**src/rtl/linefollower_pwm.sv**
```systemverilog
// -----------------------------------------------------------------------------
// linefollower_pwm
//
// Line-following controller for an N-sensor reflectance array. Each cycle it
// classifies where the black line sits under the array, steers a five-state
// FSM (STRAIGHT, TURN_LEFT, TURN_RIGHT, SEARCH, STOP), and drives both wheels
// with PWM whose duty is derived from a runtime base speed. When the line is
// lost it pivots toward the last turn direction. If the line stays lost for
// LOST_CYCLES cycles it stops and raises `lost`.
//
// Build option:
//   SENSOR_SYNC_EN  defined   -> sensors pass a 2-flop synchronizer (reset to
//                                all ones) before classification; the
//                                sensor-to-state latency is 3 cycles.
//                   undefined -> sensors feed classification directly; the
//                                sensor-to-state latency is 1 cycle.
//
// Parameters:
//   NUM_SENSORS  sensor count, odd and >= 3; centre index C = (NUM_SENSORS-1)/2
//   PWM_W        PWM counter/duty width; PWM period = 2**PWM_W cycles
//   LOST_CYCLES  consecutive no-line cycles in SEARCH before STOP
//
// Ports:
//   clk         in   system clock, all logic on posedge
//   reset_n     in   asynchronous active-low reset
//   enable      in   1 = run; 0 = motors off at once, FSM forced to STOP
//   sensors     in   [NUM_SENSORS-1:0]; 1 = white, 0 = black; MSB = leftmost
//   speed_base  in   [PWM_W-1:0] base duty
//   motorLeft   out  left wheel PWM
//   motorRight  out  right wheel PWM
//   state       out  [2:0] FSM state: 0 STRAIGHT, 1 TURN_LEFT, 2 TURN_RIGHT,
//                    3 SEARCH, 4 STOP
//   lost        out  1 = STOP was reached through a SEARCH timeout
// -----------------------------------------------------------------------------
module linefollower_pwm #(
   parameter int NUM_SENSORS = 5,
   parameter int PWM_W       = 8,
   parameter int LOST_CYCLES = 16
) (
   input  logic                   clk,
   input  logic                   reset_n,
   input  logic                   enable,
   input  logic [NUM_SENSORS-1:0] sensors,
   input  logic [PWM_W-1:0]       speed_base,
   output logic                   motorLeft,
   output logic                   motorRight,
   output logic [2:0]             state,
   output logic                   lost
);

   localparam int C    = (NUM_SENSORS - 1) / 2;
   localparam int LC_W = (LOST_CYCLES > 1) ? $clog2(LOST_CYCLES) : 1;

   typedef enum logic [2:0] {
      ST_STRAIGHT   = 3'd0,
      ST_TURN_LEFT  = 3'd1,
      ST_TURN_RIGHT = 3'd2,
      ST_SEARCH     = 3'd3,
      ST_STOP       = 3'd4
   } state_t;

   // last_dir encoding
   localparam logic DIR_LEFT  = 1'b0;
   localparam logic DIR_RIGHT = 1'b1;

   // --------------------------------------------------------------------------
   // Sensor path
   // --------------------------------------------------------------------------
   logic [NUM_SENSORS-1:0] s_cls;

`ifdef SENSOR_SYNC_EN
   logic [NUM_SENSORS-1:0] sync_1;
   logic [NUM_SENSORS-1:0] sync_2;

   // All ones on reset means "no line". For the first two cycles after reset
   // the FSM may therefore drift into SEARCH.
   always_ff @(posedge clk or negedge reset_n) begin
      if (!reset_n) begin
         sync_1 <= '1;
         sync_2 <= '1;
      end else begin
         sync_1 <= sensors;
         sync_2 <= sync_1;
      end
   end

   assign s_cls = sync_2;
`else
   assign s_cls = sensors;
`endif

   // --------------------------------------------------------------------------
   // Classification
   // --------------------------------------------------------------------------
   logic flag_l;
   logic flag_r;
   logic all_blk;
   logic no_line;
   logic line_found;
   logic cls_left;
   logic cls_right;

   // A black sensor (0) anywhere left or right of centre raises that side.
   assign flag_l     = |(~s_cls[NUM_SENSORS-1:C+1]);
   assign flag_r     = |(~s_cls[C-1:0]);
   assign all_blk    = (s_cls == '0);
   assign no_line    = &s_cls;
   assign line_found = !all_blk && !no_line;
   assign cls_left   = flag_l && !flag_r;
   assign cls_right  = flag_r && !flag_l;

   // Tracking target for any "line found" pattern. Centre covers both the
   // middle-only case and L&R without all black.
   state_t track_target;

   always_comb begin
      track_target = ST_STRAIGHT;
      if (cls_left) begin
         track_target = ST_TURN_LEFT;
      end else if (cls_right) begin
         track_target = ST_TURN_RIGHT;
      end
   end

   // --------------------------------------------------------------------------
   // FSM
   // --------------------------------------------------------------------------
   state_t          state_q;
   state_t          state_d;
   logic            lost_q;
   logic            lost_d;
   logic            last_dir_q;
   logic            last_dir_d;
   logic [LC_W-1:0] miss_q;
   logic [LC_W-1:0] miss_d;

   always_ff @(posedge clk or negedge reset_n) begin
      if (!reset_n) begin
         state_q    <= ST_STRAIGHT;
         lost_q     <= 1'b0;
         last_dir_q <= DIR_LEFT;
         miss_q     <= '0;
      end else begin
         state_q    <= state_d;
         lost_q     <= lost_d;
         last_dir_q <= last_dir_d;
         miss_q     <= miss_d;
      end
   end

   always_comb begin
      state_d    = state_q;
      lost_d     = lost_q;
      last_dir_d = last_dir_q;
      miss_d     = miss_q;

      if (!enable) begin
         // Disable wins over everything. lost keeps its value.
         state_d = ST_STOP;
         miss_d  = '0;
      end else begin
         case (state_q)
            ST_STRAIGHT, ST_TURN_LEFT, ST_TURN_RIGHT: begin
               if (all_blk) begin
                  state_d = ST_STOP;
               end else if (no_line) begin
                  state_d = ST_SEARCH;
                  miss_d  = '0;
               end else begin
                  state_d = track_target;
               end
            end

            ST_SEARCH: begin
               // Priority order: all-black, then line found, then timeout.
               // This lets ALLBLK and line-found both win over a timeout
               // that lands in the same cycle.
               if (all_blk) begin
                  state_d = ST_STOP;
                  miss_d  = '0;
               end else if (line_found) begin
                  state_d = track_target;
                  miss_d  = '0;
               end else if (miss_q == LC_W'(LOST_CYCLES - 1)) begin
                  state_d = ST_STOP;
                  lost_d  = 1'b1;
                  miss_d  = '0;
               end else begin
                  miss_d = miss_q + 1'b1;
               end
            end

            ST_STOP: begin
               if (line_found) begin
                  state_d = ST_STRAIGHT;
                  lost_d  = 1'b0;
               end
            end

            default: begin
               state_d = ST_STOP;
            end
         endcase
      end

      // Remember the most recent turn so SEARCH can pivot toward it.
      if (state_d == ST_TURN_LEFT) begin
         last_dir_d = DIR_LEFT;
      end else if (state_d == ST_TURN_RIGHT) begin
         last_dir_d = DIR_RIGHT;
      end
   end

   assign state = state_q;
   assign lost  = lost_q;

   // --------------------------------------------------------------------------
   // PWM
   // --------------------------------------------------------------------------
   logic [PWM_W-1:0] cnt_q;
   logic [PWM_W-1:0] duty_l_q;
   logic [PWM_W-1:0] duty_r_q;
   logic [PWM_W-1:0] target_l;
   logic [PWM_W-1:0] target_r;
   logic [PWM_W-1:0] half_base;
   logic             wrap;

   assign half_base = speed_base >> 1;
   assign wrap      = &cnt_q;

   always_comb begin
      target_l = '0;
      target_r = '0;
      case (state_q)
         ST_STRAIGHT: begin
            target_l = speed_base;
            target_r = speed_base;
         end
         ST_TURN_LEFT: begin
            target_l = half_base;
            target_r = speed_base;
         end
         ST_TURN_RIGHT: begin
            target_l = speed_base;
            target_r = half_base;
         end
         ST_SEARCH: begin
            // Pivot: the inner wheel stops and the outer wheel runs at base.
            if (last_dir_q == DIR_LEFT) begin
               target_r = speed_base;
            end else begin
               target_l = speed_base;
            end
         end
         default: begin
            target_l = '0;
            target_r = '0;
         end
      endcase
   end

   // Duties load only on the wrap cycle, so each period runs start to finish
   // at one duty and a mid-period change never makes a short pulse.
   always_ff @(posedge clk or negedge reset_n) begin
      if (!reset_n) begin
         cnt_q    <= '0;
         duty_l_q <= '0;
         duty_r_q <= '0;
      end else begin
         cnt_q <= cnt_q + 1'b1;
         if (wrap) begin
            duty_l_q <= target_l;
            duty_r_q <= target_r;
         end
      end
   end

   // enable gates the outputs combinationally, so the motors drop in the
   // same cycle that enable falls.
   assign motorLeft  = enable && (cnt_q < duty_l_q);
   assign motorRight = enable && (cnt_q < duty_r_q);

endmodule

```
**config.mk**
```make
export PLATFORM = sky130hd
export DESIGN_NAME = linefollower_pwm
export DESIGN_NICKNAME = d
export VERILOG_FILES = /design/src/rtl/linefollower_pwm.sv
export SDC_FILE = /design/constraint.sdc
export NUM_CORES = 1
export LEC_CHECK = 0
export ABC_CLOCK_PERIOD_IN_PS = 4300
export CAP_MARGIN = 20
export CORE_ASPECT_RATIO = 0.9
export CORE_MARGIN = 3
export CORE_UTILIZATION = 57
export DETAILED_ROUTE_END_ITERATION = 8
export PLACE_DENSITY = 0.77
export SYNTH_ARGS = -nofsm -noshare
export SYNTH_HDL_FRONTEND = slang
export SYNTH_SLANG_ARGS = --single-unit
export TNS_END_PERCENT = 100
```
**constraint.sdc**
```tcl
create_clock -name clk -period 4.3 [get_ports clk]
set_input_delay 0.645 -clock clk [delete_from_list [all_inputs] [get_ports clk]]
set_output_delay 0.645 -clock clk [all_outputs]
set_load 0.02 [all_outputs]
```
==> metrics <==
hold path startpoint=duty_l_q[1]; area of the die=0.004379 sq mm; TritonCTS clock tree=yes; Post-route DRC=0; maximum count of clock buffers along a single path=2; static power due to leakage=roughly 1.2 nW; die width=around 69 um; mean number of vias per cell=approximately 5.9; number of library cell types mapped by synthesis=44; element type at the critical path start=primary input; top post-synthesis cells by count=dfrtp_1, nand2_1, inv_1; aggregate global-route resource usage=0.2180; DP Cell Count=271; Final Wtd Congestion=0.8458; insertion delay of the later-clocked pin in the worst-skew pair=slightly below 0.3 ns; final setup TNS=0 ns; WHS Endpoint=duty_l_q[1]; largest fanout on the critical path=10; Cells after Synth=212; average instance area after synthesis=9.732 sq um; Post-synth EDFFs=0; final cycle utilization of the critical path=0.7846; cell-by-cell trace of the critical path=clkdlybuf4s50_1 -> nand2b_1 -> a2111oi_2 -> nand2b_1 -> o21ai_1 -> clkdlybuf4s50_1; final setup vio count=0; Worst Setup End Kind=output pin; sequential area share after synthesis=0.4002; clock-pin transition on the worst setup and hold timing paths=around 0.07 ns; estimated wirelength of the detail-placed design=about 3.2 mm; final setup skew=~0.0049 ns; worst reg2reg path startpoint=state[2]; signal arrival time at the worst endpoint=about 2.7 ns; global-route wire length before repair=about 7.5 mm; number of max-cap violations=0; worst setup slack for register-to-register paths=2.50 ns; number of sinks on the clock net=33; highest achievable clock rate=0.2964 GHz; Max VDD drop=roughly 0.2 mV; endpoint of the most critical register-to-register path=state[1]; max incr delay on CP=0.68 ns; layout-stage area growth over the synthesis result=15.34%; slew of the pin with the lowest slew margin=0.9070 ns; number of buffer cells added on primary ports=21; via count of the first global-routing pass=1,595; critical setup path kind=primary input to output pin; Tightest Hold Check Type=flop to flop; number of synthesis warnings=0; proportion of netlist area held by the largest area contributor=0.4002; netlist area before placement=0.002063 sq mm; maximum number of pins on one net before global-route repair=34; cell with the most instances after synthesis=dfrtp_1; average detailed-routed wire length per instance=15.53 um; total CTS buffers=5; number of stages on the worst setup path=6; RSZ-0062 raised after global routing=no; Final Hold Violating Endpoints=0; largest area contributor in the netlist=dfrtp_1; PostCTS Resize Cnt=0; initial standard-cell utilization of the core=0.6018; worst r2r path cells=3; cell area after placement=approximately 0.0023 sq mm; root buffer selected by CTS=clkbuf_8; Largest delay share family, worst path=buffers and inverters; non-filler cells, final=~280; TritonRoute pass-1 iters=4; number of hold buffers added after cts=0; post-route cell area=between 0.002 and 0.0025 sq mm; fin. max-slew vios=0; slowest library cell on the worst path=clkdlybuf4s50_1; num rows=20; buffering stage count on the worst path with inverters included=2; number of instances on the worst hold path=2; Top FF cell, synth=dfrtp_1; vias after detailed routing=1,646; number of post-CTS setup repair buffers=0; net count reported at finish=266; power per unit of standard cell area=about 270 mW/mm^2; worst hold-check slack=between 0.4 and 0.5 ns; most area-consuming cells after synthesis=dfrtp_1, ha_1, o31ai_2, nand2_1, a22oi_1; Die Y=approximately 63 um; synthesized net count=between 200 and 250; io pins=22; leftover overflow at the end of global routing=0; share of the core filled with cells=0.6942; number of antenna violations at the first check in global routing=0; Iter 0 DRT Violations=113; level count of the clock H-tree=2; number of flip-flops and latches in the synthesized netlist=33; Placeable Area=0.003428 sq mm; fraction of registers with async set/reset=1.000; Worst EP required=3.65 ns; result of the run=finished, final reports clean; final worst path period need=~3.4 ns; final antenna diode count=0; remaining antenna violation count=0; share of final-layout standard cells stronger than drive strength 1=0.1277; Max-Slew Margin vs Limit=0.3954; Total Routed Length=roughly 4.3 mm
## how the worst max path moves through the flow
stage,end,start
after detailed placement,motorRight,enable
after global placement,motorRight,enable
final,motorRight,enable
after global routing,motorLeft,enable
after CTS,motorRight,enable
after floorplan,motorLeft,cnt_q[5]
## where the power goes
group,leakage [nW],switching (mW),total [mW],internal (mW)
logic,0.778,0.0338,0.0628,0.0290
clock network,0.0542,0.119,0.264,0.145
registers,0.358,0.00985,0.323,0.314
total,1.19,0.163,0.650,0.487
## worst reg2reg max path: stages, from the launching register on
cell and delay (ns):
dfrtp_1 0.71, nand2b_1 0.40, a211o_1 0.30, a211oi_1 0.28
## layer usage
layer / up-vias / track usage / part of all wire
li1: 808 / - / -
met1: 770 / 0.2986 / 0.48
met2: 59 / 0.3238 / 0.44
met3: 9 / 0.05901 / 0.063
met4: 0 / 0.09512 / 0.015
met5: - / 0 / 0
## area by class of cell
cell class,count,area [sq um]
timing repair buffer,22,217.7
sequential,33,825.8
inverter,19,71.32
clock buffer,7,96.34
multi-input combinational,153,1109
fill,251,1049
tap,44,55.05
clock inverter,1,5.005
## per-stage QoR
step | setup slack [ns] | power, mW
after floorplan | 1.740 | 0.3573
after global placement | 0.9493 | 0.3885
after detailed placement | 0.9223 | 0.3915
after CTS | 0.9158 | 0.6549
after global routing | 0.7381 | 0.6807
final | 0.9262 | 0.6502
## cell families (layout without fill, tap and decap cells)
group | Yosys count | count (layout) | share of synthesized area
compound gates | 63 | 63 | 0.2420
xor+xnor | 6 | 6 | 0.02547
fa+ha+maj | 16 | 16 | 0.09703
buf+inv | 26 | 49 | 0.06246
flops | 33 | 33 | 0.4002
mux | 1 | 1 | 0.004852
simple gates | 67 | 67 | 0.1680
## cells in the final DEF (no fill, tap or decap), types with 2 or more instances in the layout
cell             synthesis  layout
dfrtp_1                 33      33
nand2_1                 31      31
clkdlybuf4s50_1          0      21
inv_1                   19      19
ha_1                    16      16
a22oi_1                 14      14
o21ai_0                 12      12
o31ai_2                 12      12
nor2_1                   8       8
nand3_1                  7       7
clkbuf_8                 1       7
xnor2_1                  4       4
nand2b_1                 4       4
a21oi_1                  4       4
o31ai_1                  4       4
a211oi_1                 3       3
and2_1                   3       3
and3_2                   2       2
xor2_1                   2       2
o21ai_2                  2       2
nor2b_1                  2       2
o311ai_0                 2       2
o21ai_1                  2       2
nand3b_1                 2       2
## registers in the layout, indices dropped and copies added, names as in the netlist
signal	count
cnt_q	8
duty_l_q	8
duty_r_q	8
last_dir_q	1
lost	1
miss_q	4
state	3
(Power assumes the default switching activity.)
